--- config.mk ---
export PLATFORM = sky130hd
export DESIGN_NAME = mem_port_arbiter
export DESIGN_NICKNAME = d
export VERILOG_FILES = /design/src/rtl/mem_port_arbiter.sv
export SDC_FILE = /design/constraint.sdc
export NUM_CORES = 1
export LEC_CHECK = 0
export ABC_AREA = 1
export CORE_MARGIN = 2
export CORE_UTILIZATION = 43
export CTS_CLUSTER_DIAMETER = 80
export CTS_CLUSTER_SIZE = 8
export DETAILED_ROUTE_END_ITERATION = 10
export PLACE_DENSITY = 0.8
export SETUP_SLACK_MARGIN = 0.5
export SLEW_MARGIN = 0
export SYNTH_ARGS = -nofsm -noshare
export SYNTH_HDL_FRONTEND = slang
export SYNTH_SLANG_ARGS = --single-unit
export TNS_END_PERCENT = 10
--- constraint.sdc ---
create_clock -name clk -period 2.1 [get_ports clk]
set_input_delay 0.42 -clock clk [delete_from_list [all_inputs] [get_ports clk]]
set_output_delay 0.42 -clock clk [all_outputs]
set_load 0.02 [all_outputs]
--- src/rtl/mem_port_arbiter.sv ---
`default_nettype none
// ============================================================================
// Module      : mem_port_arbiter
// Description : Shares one single-port unified memory between instruction
//               fetch and load/store traffic. It bounds fetch starvation,
//               aborts accesses that see no ack, and parks the port on halt.
// Revision    : 1.0 - initial release
// ============================================================================
module mem_port_arbiter #(
  parameter int AW      = 32,
  parameter int DW      = 32,
  parameter int STREAK  = 4,
  parameter int TIMEOUT = 16
) (
  input  logic          clk,
  input  logic          reset,
  input  logic          if_req,
  input  logic [AW-1:0] if_addr,
  output logic [DW-1:0] if_rdata,
  output logic          if_valid,
  input  logic          dm_read,
  input  logic          dm_write,
  input  logic [AW-1:0] dm_addr,
  input  logic [DW-1:0] dm_wdata,
  output logic [DW-1:0] dm_rdata,
  output logic          dm_valid,
  input  logic          halt,
  output logic          mem_req,
  output logic          mem_we,
  output logic [AW-1:0] mem_addr,
  output logic [DW-1:0] mem_wdata,
  input  logic [DW-1:0] mem_rdata,
  input  logic          mem_ack,
  output logic          stall,
  output logic          halted,
  output logic          mem_err
);

  localparam int SW = $clog2(STREAK + 1);
  localparam int TW = $clog2(TIMEOUT + 1);

  typedef enum logic [2:0] {
    S_IDLE   = 3'd0,
    S_FETCH  = 3'd1,
    S_DATA   = 3'd2,
    S_DONE   = 3'd3,
    S_HALTED = 3'd4
  } state_t;

  state_t          r_state;
  state_t          w_next;
  logic            w_dm_req;
  logic            w_grant_fetch;
  logic            w_grant_data;
  logic            w_busy;
  logic            w_abort;
  logic            r_owner_data;
  logic            r_halt_pending;
  logic [SW-1:0]   r_streak;
  logic [TW-1:0]   r_tmo;
  logic            r_mem_req;
  logic            r_mem_we;
  logic [AW-1:0]   r_mem_addr;
  logic [DW-1:0]   r_mem_wdata;
  logic [DW-1:0]   r_if_rdata;
  logic [DW-1:0]   r_dm_rdata;
  logic            r_mem_err;

  assign w_dm_req = dm_read | dm_write;
  assign w_busy   = (r_state == S_FETCH) || (r_state == S_DATA);
  assign w_abort  = w_busy && !mem_ack && (r_tmo == TW'(TIMEOUT - 1));

  // State register; reset drops any in-flight access immediately.
  always_ff @(posedge clk or negedge reset) begin
    if (!reset) r_state <= S_IDLE;
    else        r_state <= w_next;
  end

  // Next-state and grant decision. Data wins unless fetch has been starved.
  always_comb begin
    w_next        = r_state;
    w_grant_fetch = 1'b0;
    w_grant_data  = 1'b0;
    case (r_state)
      S_IDLE: begin
        if (halt || r_halt_pending) begin
          w_next = S_HALTED;
        end else if (w_dm_req && !(if_req && (r_streak == SW'(STREAK)))) begin
          w_next       = S_DATA;
          w_grant_data = 1'b1;
        end else if (if_req) begin
          w_next        = S_FETCH;
          w_grant_fetch = 1'b1;
        end
      end
      S_FETCH, S_DATA: begin
        if (mem_ack || w_abort) w_next = S_DONE;
      end
      S_DONE:   w_next = r_halt_pending ? S_HALTED : S_IDLE;
      S_HALTED: w_next = S_HALTED;
      default:  w_next = S_IDLE;
    endcase
  end

  // Memory-side registers, read-data capture, streak/timeout counters, flags.
  always_ff @(posedge clk or negedge reset) begin
    if (!reset) begin
      r_mem_req      <= 1'b0;
      r_mem_we       <= 1'b0;
      r_mem_addr     <= '0;
      r_mem_wdata    <= '0;
      r_if_rdata     <= '0;
      r_dm_rdata     <= '0;
      r_owner_data   <= 1'b0;
      r_halt_pending <= 1'b0;
      r_streak       <= '0;
      r_tmo          <= '0;
      r_mem_err      <= 1'b0;
    end else begin
      if (halt && (w_busy || (r_state == S_DONE))) r_halt_pending <= 1'b1;

      if (w_grant_data || w_grant_fetch) begin
        r_mem_req    <= 1'b1;
        r_mem_we     <= w_grant_data & dm_write;
        r_mem_addr   <= w_grant_data ? dm_addr : if_addr;
        r_owner_data <= w_grant_data;
        r_tmo        <= '0;
        if (w_grant_data) r_mem_wdata <= dm_wdata;
        // Only data grants that bypass a waiting fetch count toward the streak.
        if (w_grant_data && if_req) begin
          if (r_streak != SW'(STREAK)) r_streak <= r_streak + 1'b1;
        end else begin
          r_streak <= '0;
        end
      end else if (w_busy) begin
        if (mem_ack) begin
          r_mem_req <= 1'b0;
          r_mem_we  <= 1'b0;
          if (!r_owner_data)  r_if_rdata <= mem_rdata;
          else if (!r_mem_we) r_dm_rdata <= mem_rdata;
        end else if (w_abort) begin
          r_mem_req <= 1'b0;
          r_mem_we  <= 1'b0;
          r_mem_err <= 1'b1;
        end else begin
          r_tmo <= r_tmo + 1'b1;
        end
      end
    end
  end

  assign mem_req   = r_mem_req;
  assign mem_we    = r_mem_we;
  assign mem_addr  = r_mem_addr;
  assign mem_wdata = r_mem_wdata;
  assign if_rdata  = r_if_rdata;
  assign dm_rdata  = r_dm_rdata;
  assign mem_err   = r_mem_err;
  assign if_valid  = (r_state == S_DONE) && !r_owner_data;
  assign dm_valid  = (r_state == S_DONE) &&  r_owner_data;
  assign halted    = (r_state == S_HALTED);
  assign stall     = (if_req & ~if_valid) | (w_dm_req & ~dm_valid) |
                     (halted & (if_req | w_dm_req));

endmodule
`default_nettype wire

==> run_results.csv <==
group,metric,value,unit
outcome,status,"completed",
route,vias_per_cell,4.77,
route,wl_per_cell,14.6,µm
place,place_hpwl,12700,µm
global_route,grt_pass1_wl,29000,µm
sta,setup_viol,0,
sta,worst_pin_slew,0.349,ns
finish,postLayoutCellArea,10300,µm²
global_route,grt_usage,0.229,
sta,rsz0062_at_grt,"yes",
synthesis,yosysSeqAreaShare,0.564,
worst_setup_path,worst_ep_required_time,1.68,ns
floorplan,core_area,14500,µm²
worst_setup_path,critPathKind,"flip-flop to primary output",
power_and_ir_drop,p_per_area,642,nW/µm²
synthesis,synth_fp_nets,943,
global_route,top_usage_layer,"met2",
flow_run,max-cap-violations,0,
synthesis,ys_ff_latch,144,
route,vias,6172,
global_route,gr-usage-met1,0.290,
power_and_ir_drop,leakage,5.45,nW
global_route,overflow,0,
sta,timing.final.crit_share,0.867,
route,postRouteAntennaNets,0,
worst_setup_path,worst-path-max-fanout,2,
sta,fin_setup_tns,0,ns
synthesis,ys_types,20,
floorplan,row_count,44,
sta,maxSlewViolCount,0,
sta,final.min_clock_period,1.82,ns
clock_tree,cts_tree,"done",
floorplan,die_h,126,µm
place,port_buffers,269,
worst_setup_path,crit_family,"buffers and inverters",
global_route,antenna_found_initial,0,
place,gp_congestion,0.815,
power_and_ir_drop,p_total,6.60,mW
sta,max_freq,550,MHz
route,drc_errors,0,
global_route,grt_pass1_vias,5777,
finish,drive_gt1_frac,0.106,
synthesis,syn_inst,804,
floorplan,ios,270,
clock_tree,h-tree-depth,4,
route,drtIter0Drc,338,
synthesis,yosysWarnings,0,
worst_setup_path,path_cells,"clkdlybuf4s50_1",
finish,final_cell_mix,"386 x nand2_1, 247 x clkdlybuf4s50_1, 141 x dfrtp_1",
worst_setup_path,path_buf_inv,1,
sta,skew,0.00869,ns
global_route,grtUsageMet3,0.0748,
worst_setup_path,crit_arrival,1.40,ns
worst_hold_path,hp-class,"input port to async pin",
worst_setup_path,max_stage_delay,0.64,ns
floorplan,die_area,15900,µm²
global_route,met2_usage,0.377,
finish,n_antenna_cell,0,
sta,max_slew_margin,0.767,
power_and_ir_drop,max-vdd-ir-drop,530,µV
sta,finalHoldViolCount,0,
clock_tree,clkLatencyLatePin,0.41,ns
finish,layout_commonest_cell,"nand2_1",
finish,nets,1237,
clock_tree,cts_buffers,17,
route,drt-total-wl,18900,µm
clock_tree,path_clk_slew,0.06,ns
worst_setup_path,cp_slowest_cell,"clkdlybuf4s50_1",
floorplan,start_util,0.440,
finish,multi_input_area,2460,µm²
finish,final.fill_count,1174,
clock_tree,clock_sinks,144,
finish,seq_area,3610,µm²
clock_tree,clockBufferDepth,2,
synthesis,syn_avg_cell_area,7.95,µm²
route,drt_pass1_iterations,5,
clock_tree,cts_root_buffer,"clkbuf_16",
synthesis,syn-cell-area,6390,µm²
floorplan,die_w,126,µm
place,place_area,9330,µm²
global_route,grt_start_max_net_pins,62,
worst_setup_path,critPathCaptureType,"primary output",
worst_setup_path,crit_path_start_kind,"flip-flop",
finish,area_growth,60.8,%
## synth_stat cells
master    count  area (µm²)
ha_1          4        50.1
buf_4         7        52.6
nor2_1       77         289
nand3_1      76         380
clkbuf_1      9        33.8
nand4_1       1        6.26
o21ai_0       6        30.0
xor2_1        2        17.5
buf_6        10         113
dfrtp_1     144        3600
inv_1        45         169
inv_2         3        11.3
nor2_2        3        18.8
buf_2        13        65.1
o21bai_1      1        7.51
nand2_2       5        31.3
nand2_1     394        1480
nor2_4        2        22.5
nand3b_1      1        7.51
o22ai_1       1        6.26
## power by group
group | switching (mW) | leakage, nW | internal [mW] | total, mW
combinational | 0.349 | 3.24 | 0.411 | 0.760
clock | 1.14 | 0.279 | 1.80 | 2.94
sequential | 0.0480 | 1.94 | 2.85 | 2.90
## final cells by class
class	count	share of cell area
flip-flops and latches	144	0.351
repair buffers	314	0.314
multi-input cells	573	0.239
clock buffers	21	0.0448
well taps	184	0.0224
inverters	48	0.0183
clock inverters	10	0.0110
## cell families (layout without fill, tap and decap cells)
kind of cell,after synthesis,count (layout),share of synthesized area
AND/OR/NAND/NOR,559,559,0.350
flip-flops,144,144,0.564
buffers and inverters,87,393,0.0695
AO/OA/AOI/OAI,8,8,0.00685
adder cells (fa/ha/maj),4,4,0.00783
XOR/XNOR,2,2,0.00274
## per-stage QoR
stage / hold slack, ns / setup WS, ns / cells / util
detailed placement: 0.325 / -0.0514 / 1242 / 0.642
CTS: 0.451 / 0.261 / 1277 / 0.684
floorplan: 0.124 / 0.511 / 804 / -
global placement: 0.328 / -0.0515 / 1242 / 0.642
global route: 0.474 / 0.225 / 1294 / 0.708
finish: 0.469 / 0.280 / 1294 / 0.708
## final timing paths
kind / start / endpoint / slack, ns / cells after the start
max reg2reg: r_state[0] / mem_we / 0.38 / 8
max: if_rdata[16] / if_rdata[16] / 0.28 / 1
min in group clk: mem_wdata[6] / mem_wdata[6] / 0.47 / 2
min reg2reg: mem_wdata[6] / mem_wdata[6] / 0.47 / 2
max in group asynchronous: reset / r_state[0] / 0.96 / 3
min: reset / if_rdata[5] / 0.47 / 2
## sequential cells by signal, indices dropped and copies added (netlist names)
| register | count |
|---|---|
| mem_we | 1 |
| mem_addr | 32 |
| r_tmo | 5 |
| mem_req | 1 |
| r_streak | 3 |
| r_halt_pending | 1 |
| dm_rdata | 32 |
| r_owner_data | 1 |
| mem_err | 1 |
| r_state | 3 |
| if_rdata | 32 |
| mem_wdata | 32 |
## metal layers
metal / share of wire / vias up / wire, µm
met5: 0 / - / 0
met1: 0.42 / 2871 / 7850
li1: - / 3044 / -
met4: 0.012 / 0 / 232
met2: 0.49 / 240 / 9220
met3: 0.084 / 17 / 1590
## what timing repair did
action	CTS	global route
pin swaps	3	13
hold buffers	1	0
resized for setup	52	37
hold endpoints to repair	31	0
cloned	0	5
endpoints found under the setup margin	206	265
setup buffers	3	12
No activity file was read; power rests on OpenSTA's default activity.
